--- src/rtl/trans_counter_pkg.sv ---
// trans_counter_pkg: shared parameter defaults and readout address map helpers
package trans_counter_pkg;
  localparam int NUM_PWR_CNTR = 4;
  localparam int CNT_W = 32;
  localparam int N_DIR = 2;
  function automatic int addr_total(input int nch);
    return nch;
  endfunction
  function automatic int addr_status(input int nch);
    return nch + 1;
  endfunction
endpackage

--- src/rtl/trans_counter_if.sv ---
// trans_counter_if: monitor bus (iSig/ENB/CLR/dir/LE in, dato/valid out); master=tester, slave=counter
interface trans_counter_if import trans_counter_pkg::*; #(
  parameter int NCH = NUM_PWR_CNTR,
  parameter int CW = CNT_W,
  parameter int NDIR = N_DIR
) ();
  logic [NCH-1:0] iSig;
  logic ENB;
  logic CLR;
  logic [NDIR:0] dir;
  logic LE;
  logic [CW-1:0] dato;
  logic valid;
  modport master (output iSig, ENB, CLR, dir, LE, input dato, valid);
  modport slave (input iSig, ENB, CLR, dir, LE, output dato, valid);
endinterface

--- src/rtl/trans_cnt_ch.sv ---
// trans_cnt_ch: one channel (CLK, RESET_L, sig/primed/enb/clr in; tog, saturating cnt, sticky sat out)
module trans_cnt_ch import trans_counter_pkg::*; #(
  parameter int CW = CNT_W
) (
  input  logic          CLK,
  input  logic          RESET_L,
  input  logic          sig_i,
  input  logic          primed_i,
  input  logic          enb_i,
  input  logic          clr_i,
  output logic          tog_o,
  output logic [CW-1:0] cnt_o,
  output logic          sat_o
);
  logic prev_q, sat_q, sat_d, inc, full;
  logic [CW-1:0] cnt_q, cnt_d;
  always_comb begin
    tog_o = (sig_i ^ prev_q) & primed_i;
    inc = enb_i & tog_o;
    full = &cnt_q;
    cnt_d = clr_i ? '0 : (inc & !full) ? cnt_q + CW'(1) : cnt_q;
    sat_d = !clr_i & (sat_q | (inc & full));
  end
  always_ff @(posedge CLK) begin
    prev_q <= sig_i;
    if (!RESET_L) begin
      cnt_q <= '0;
      sat_q <= 1'b0;
    end else begin
      cnt_q <= cnt_d;
      sat_q <= sat_d;
    end
  end
  assign cnt_o = cnt_q;
  assign sat_o = sat_q;
endmodule

--- src/rtl/trans_counter.sv ---
// trans_counter: per-channel + total transition counters, readout via bus (CLK, RESET_L, slave bus)
module trans_counter import trans_counter_pkg::*; #(
  parameter int NCH = NUM_PWR_CNTR,
  parameter int CW = CNT_W,
  parameter int NDIR = N_DIR
) (
  input logic CLK,
  input logic RESET_L,
  trans_counter_if.slave bus
);
  localparam logic [NDIR:0] A_TOT = (NDIR+1)'(addr_total(NCH));
  localparam logic [NDIR:0] A_ST = (NDIR+1)'(addr_status(NCH));
  logic primed_q, sat_tot_q, sat_tot_d, valid_q;
  logic [NCH-1:0] tog, sat;
  logic [NCH-1:0][CW-1:0] cnt;
  logic [CW-1:0] tot_q, tot_d, rd, dato_q, dato_d;
  logic [CW:0] sum;
  for (genvar i = 0; i < NCH; i++) begin : g_ch
    trans_cnt_ch #(.CW(CW)) u_ch (
      .CLK(CLK), .RESET_L(RESET_L), .sig_i(bus.iSig[i]), .primed_i(primed_q),
      .enb_i(bus.ENB), .clr_i(bus.CLR), .tog_o(tog[i]), .cnt_o(cnt[i]), .sat_o(sat[i])
    );
  end
  always_comb begin
    sum = {1'b0, tot_q};
    for (int i = 0; i < NCH; i++) sum = sum + (CW+1)'(tog[i]);
    tot_d = bus.CLR ? '0 : !bus.ENB ? tot_q : sum[CW] ? '1 : sum[CW-1:0];
    sat_tot_d = !bus.CLR & (sat_tot_q | (bus.ENB & sum[CW]));
    rd = '0;
    for (int i = 0; i < NCH; i++) if (bus.dir == (NDIR+1)'(i)) rd = cnt[i];
    if (bus.dir == A_TOT) rd = tot_q;
    if (bus.dir == A_ST) rd = CW'({sat_tot_q, sat});
    dato_d = bus.LE ? rd : dato_q;
  end
  always_ff @(posedge CLK) begin
    if (!RESET_L) begin
      primed_q <= 1'b0;
      tot_q <= '0;
      sat_tot_q <= 1'b0;
      dato_q <= '0;
      valid_q <= 1'b0;
    end else begin
      primed_q <= 1'b1;
      tot_q <= tot_d;
      sat_tot_q <= sat_tot_d;
      dato_q <= dato_d;
      valid_q <= bus.LE;
    end
  end
  assign bus.dato = dato_q;
  assign bus.valid = valid_q;
endmodule

--- src/flat_wrapper.sv ---
// flat-port wrapper written by rule: the top's interface ports become plain ports
module trans_counter_flat import trans_counter_pkg::*;
#(
  parameter int NCH = NUM_PWR_CNTR,
  parameter int CW = CNT_W,
  parameter int NDIR = N_DIR
)
  (CLK, RESET_L, bus_iSig, bus_ENB, bus_CLR, bus_dir, bus_LE, bus_dato, bus_valid);
  trans_counter_if #(.NCH(NCH), .CW(CW), .NDIR(NDIR)) bus_i ();
  input logic CLK;
  input logic RESET_L;
  input wire logic [$bits(bus_i.iSig)-1:0] bus_iSig;
  input wire logic [$bits(bus_i.ENB)-1:0] bus_ENB;
  input wire logic [$bits(bus_i.CLR)-1:0] bus_CLR;
  input wire logic [$bits(bus_i.dir)-1:0] bus_dir;
  input wire logic [$bits(bus_i.LE)-1:0] bus_LE;
  output wire logic [$bits(bus_i.dato)-1:0] bus_dato;
  output wire logic [$bits(bus_i.valid)-1:0] bus_valid;
  assign bus_i.iSig = bus_iSig;
  assign bus_i.ENB = bus_ENB;
  assign bus_i.CLR = bus_CLR;
  assign bus_i.dir = bus_dir;
  assign bus_i.LE = bus_LE;
  assign bus_dato = bus_i.dato;
  assign bus_valid = bus_i.valid;
  trans_counter #(.NCH(NCH), .CW(CW), .NDIR(NDIR)) u_core (.CLK(CLK), .RESET_L(RESET_L), .bus(bus_i));
endmodule
--- config.mk ---
export PLATFORM = sky130hd
export DESIGN_NAME = trans_counter_flat
export DESIGN_NICKNAME = d
export VERILOG_FILES = /design/src/rtl/trans_counter_pkg.sv /design/src/rtl/trans_counter_if.sv /design/src/rtl/trans_cnt_ch.sv /design/src/rtl/trans_counter.sv /design/src/flat_wrapper.sv
export SDC_FILE = /design/constraint.sdc
export NUM_CORES = 1
export LEC_CHECK = 0
export CAP_MARGIN = 30
export CORE_MARGIN = 5
export CORE_UTILIZATION = 40
export CTS_CLUSTER_DIAMETER = 120
export DETAILED_ROUTE_END_ITERATION = 7
export GPL_TIMING_DRIVEN = 0
export SLEW_MARGIN = 20
export SYNTH_ARGS = -nofsm -noshare
export SYNTH_HDL_FRONTEND = slang
export SYNTH_SLANG_ARGS = --single-unit
--- constraint.sdc ---
create_clock -name CLK -period 4.41 [get_ports CLK]
set_input_delay 1.1025 -clock CLK [delete_from_list [all_inputs] [get_ports CLK]]
set_output_delay 1.1025 -clock CLK [all_outputs]
set_load 0.02 [all_outputs]
==> reports/qor.txt <==
hold_ws - 0.453 ns
Crit path required time - 4.78 ns
Unique masters post-synth - 74
Multi-input gate area - 0.00639 mm^2
final setup violation count - 0
Avg Cell Area, Syn - 8.43 um^2
Slew HR - 31.6%
Worst Path Arrival - 4.54 ns
share of cells above drive strength 1 - 7.68%
max_cap viols - 0
Achievable Freq - 240 MHz
critical path startpoint category - primary input
Final Hold Fails - 0
post-synth top area share - 37.3%
leak pwr - 3.71 nW
# IOs - 45
R2R Path Start - u_core.g_ch[2].u_ch.prev_q$_DFF_P_
Core Util, Final - 46.9%
CTS clk-pin slew, worst paths - 0.06 ns
final instance area - 0.0126 mm^2
Die Ht - 175 um
Area contributors post-synth - dfxtp_1 (37%), a21oi_1 (5.7%), o21ai_0 (3.2%)
First-pass DRT Iterations - 8
worst skew pair latency - 0.52 ns
Congestion Overflow GR - 0
Setup crit end kind - register
WS Path Type - in -> reg
Post-synth EDFFs - 0
Synth async-reset ratio - 0%
Max IR drop VDD - 303 uV
starting density of the core - 40.5%
GPL Wtd Cong - 1.00
First DRT Iteration DRCs - 1126
vias post-DR - 10700
crit-path most repeated cell - fa_1
Final Net Count - 1384
DRC errors left - 0
#FFs+latches synth - 203
FP Rows - 60
CTS tree - built
syn_nets - 1313
I/O Buffers - 43
Tightest Pin Transition - 1.03 ns
post-layout min period - 4.17 ns
largest area contributor in the netlist - dfxtp_1
initial antenna violation count - 1
vias in the first global route - 9678
DPL Wire Length - 28200 um
pin count of the biggest net entering global routing - 13
status - completed
Crit. Startpoint - bus_iSig[2]
Synth Instances - 1293
cts bufs inserted - 25
dominant synthesized flop cell - dfxtp_1
Placed Area - 0.0118 mm^2
Yosys Warn Count - 0
Seq/Total Area, Yosys - 37.3%
slowest cell on the critical path - clkdlybuf4s50_1
WL/cell - 21.8 um
CP Max Fanout - 10
DR vias/cell - 6.23
H-tree levels - 1
WL final - 37400 um
Max Root-Sink Buffers - 3
die width - 175 um
Clock Root Buffer - clkbuf_16
fillcell total - 2645
cells along the critical path - clkdlybuf4s50_1 -> xor2_2 -> and2_1 -> fa_1 -> fa_1 -> fa_1 -> nand3_2 -> nor3_2 -> nand2_2 -> buf_2 -> a21oi_1
slowest stage delay, CP - 0.55 ns
r2r setup slk - 1.00 ns
Storage cell area - 0.00406 mm^2
PD cells - 329 mW/mm^2
antenna viol nets, final - 0
Hold WC Path Type - reg -> reg
R2R Path End - u_core.tot_q[21]$_SDFFE_PP0P_
Syn Std Cell Area - 0.0109 mm^2
GRT Total Usage - 23.8%
area delta synth->final - 15.6%
top-count cell post-synth - dfxtp_1
worst setup path endpoint - u_core.tot_q[21]$_SDFFE_PP0P_
full die area - 0.0306 mm^2
synth cell count leaders - dfxtp_1 (203), a21oi_1 (124), nand2_1 (79), o21ai_0 (70), clkbuf_1 (63)
first-pass GRT wire length - 57400 um
Tot Pwr - 4.15 mW
CTS sink count - 203
Tcrit/Tclk final - 94.6%
n_diodes - 0
r2r worst-path depth - 10
clock skew - 0.00986 ns
RSZ-0062 raised after global routing - false
Max Slew Vio Count - 0
core area - 0.0269 mm^2
==> metal layers <==
layer | track usage [%] | vias to the layer above | part of all wire [%]
li1 | - | 5016 | -
met1 | 35.0 | 5165 | 45
met2 | 35.3 | 456 | 43
met3 | 4.24 | 87 | 8.5
met4 | 7.27 | 2 | 3.7
met5 | 0 | - | 0.035
==> power by group <==
part	switching, mW	total (mW)	internal [mW]
registers	0.00893	1.85	1.85
logic	0.166	0.239	0.0738
clock network	0.799	2.06	1.26
==> flip-flops by register name (all words and copies together) (netlist names) <==
register	count
u_core.bus.dato	32
u_core.bus.valid	1
u_core.g_ch.u_ch.cnt_o	128
u_core.g_ch.u_ch.prev_q	4
u_core.g_ch.u_ch.sat_o	4
u_core.primed_q	1
u_core.sat_tot_q	1
u_core.tot_q	32
==> metrics by stage <==
step	setup TNS [ns]	worst slack, ns	std cells
after floorplan	0	0.724	1293
after global placement	-16.55	-0.680	1677
after detailed placement	-15.96	-0.664	1677
after CTS	0	0.181	1720
after global routing	0	0.113	1721
final	0	0.238	1721
==> how the worst min path moves through the flow <==
stage,startpoint,endpoint,slack (ns),cells after the start
3_5_place_dp,u_core.sat_tot_q$_SDFF_PN0_,u_core.sat_tot_q$_SDFF_PN0_,0.45,2
2_1_floorplan,u_core.sat_tot_q$_SDFF_PN0_,u_core.sat_tot_q$_SDFF_PN0_,0.43,2
4_1_cts,u_core.sat_tot_q$_SDFF_PN0_,u_core.sat_tot_q$_SDFF_PN0_,0.45,2
3_3_place_gp,u_core.sat_tot_q$_SDFF_PN0_,u_core.sat_tot_q$_SDFF_PN0_,0.45,2
6_report,u_core.sat_tot_q$_SDFF_PN0_,u_core.sat_tot_q$_SDFF_PN0_,0.45,2
5_1_grt,u_core.sat_tot_q$_SDFF_PN0_,u_core.sat_tot_q$_SDFF_PN0_,0.47,2
==> placed cells by master, fill, tap and decap left out, types with 6 or more instances in the layout <==
cell             netlist  routed
mux4_2                11      11
a22oi_1               27      27
clkdlybuf4s50_1        0      43
xor2_1                14      13
a21oi_1              124     124
xnor2_1               38      37
o211ai_1              24      24
nor2b_1               11      11
dfxtp_1              203     203
mux2_2                17      17
nor2_1                60      60
and3_1                18      18
nand2_1               79      78
nand4_1               41      41
or3_1                 56      56
clkbuf_1              63      66
inv_1                 34      34
o31a_1                 6       6
nand3_1               57      56
nor3_1                32      32
and4_1                19      19
o21a_1                 8       8
o21ai_0               70      70
a211oi_1               9       9
o31ai_1               29      29
and2_1                21      21
mux2i_1               17      17
or4_1                 33      33
buf_2                 11      11
nor4_1                17      17
clkinv_2               0       8
a21boi_0               9       9
nand2b_1              30      30
a21boi_1              11      11
o21ai_1                8       8
clkbuf_16              0      25
o22ai_1               11      11
==> worst max-delay path, delay by kind of cell <==
kind,cells,cell delay (ns)
AO/OA/AOI/OAI,1,0.10
AND/OR/NAND/NOR,4,0.81
XOR/XNOR,1,0.34
adder cells (fa/ha/maj),3,1.35
buffers and inverters,2,0.84
==> kinds of logic (layout without fill, tap and decap cells) <==
family	after synthesis	after routing	synth area share, %
muxes	45	45	5.59
adders and majority gates	8	8	1.13
AOI/OAI and AO/OA	372	372	21.5
xor gates and xnor gates	52	52	4.18
and+or+nand+nor	498	498	26.0
DFF	203	203	37.3
buffers and inverters	115	202	4.24
==> cell type report <==
cell class                      count  share of cell area (%)
Multi-Input combinational cell    975                    50.7
Clock buffer                       31                    5.38
Inverter                           34                    1.01
Timing Repair Buffer               44                    3.46
Tap cell                          341                    3.39
Buffer                             81                    2.65
Clock inverter                     12                    1.09
Sequential cell                   203                    32.3
==> what timing repair did <==
action                                  CTS  global route
setup buffers                             0             0
endpoints found under the setup margin   20             5
gates cloned                              0             0
endpoints found under the hold margin     0             0
gates resized for setup                   3             1
hold buffers                              0             0
Power figures use the tool's default switching activity.
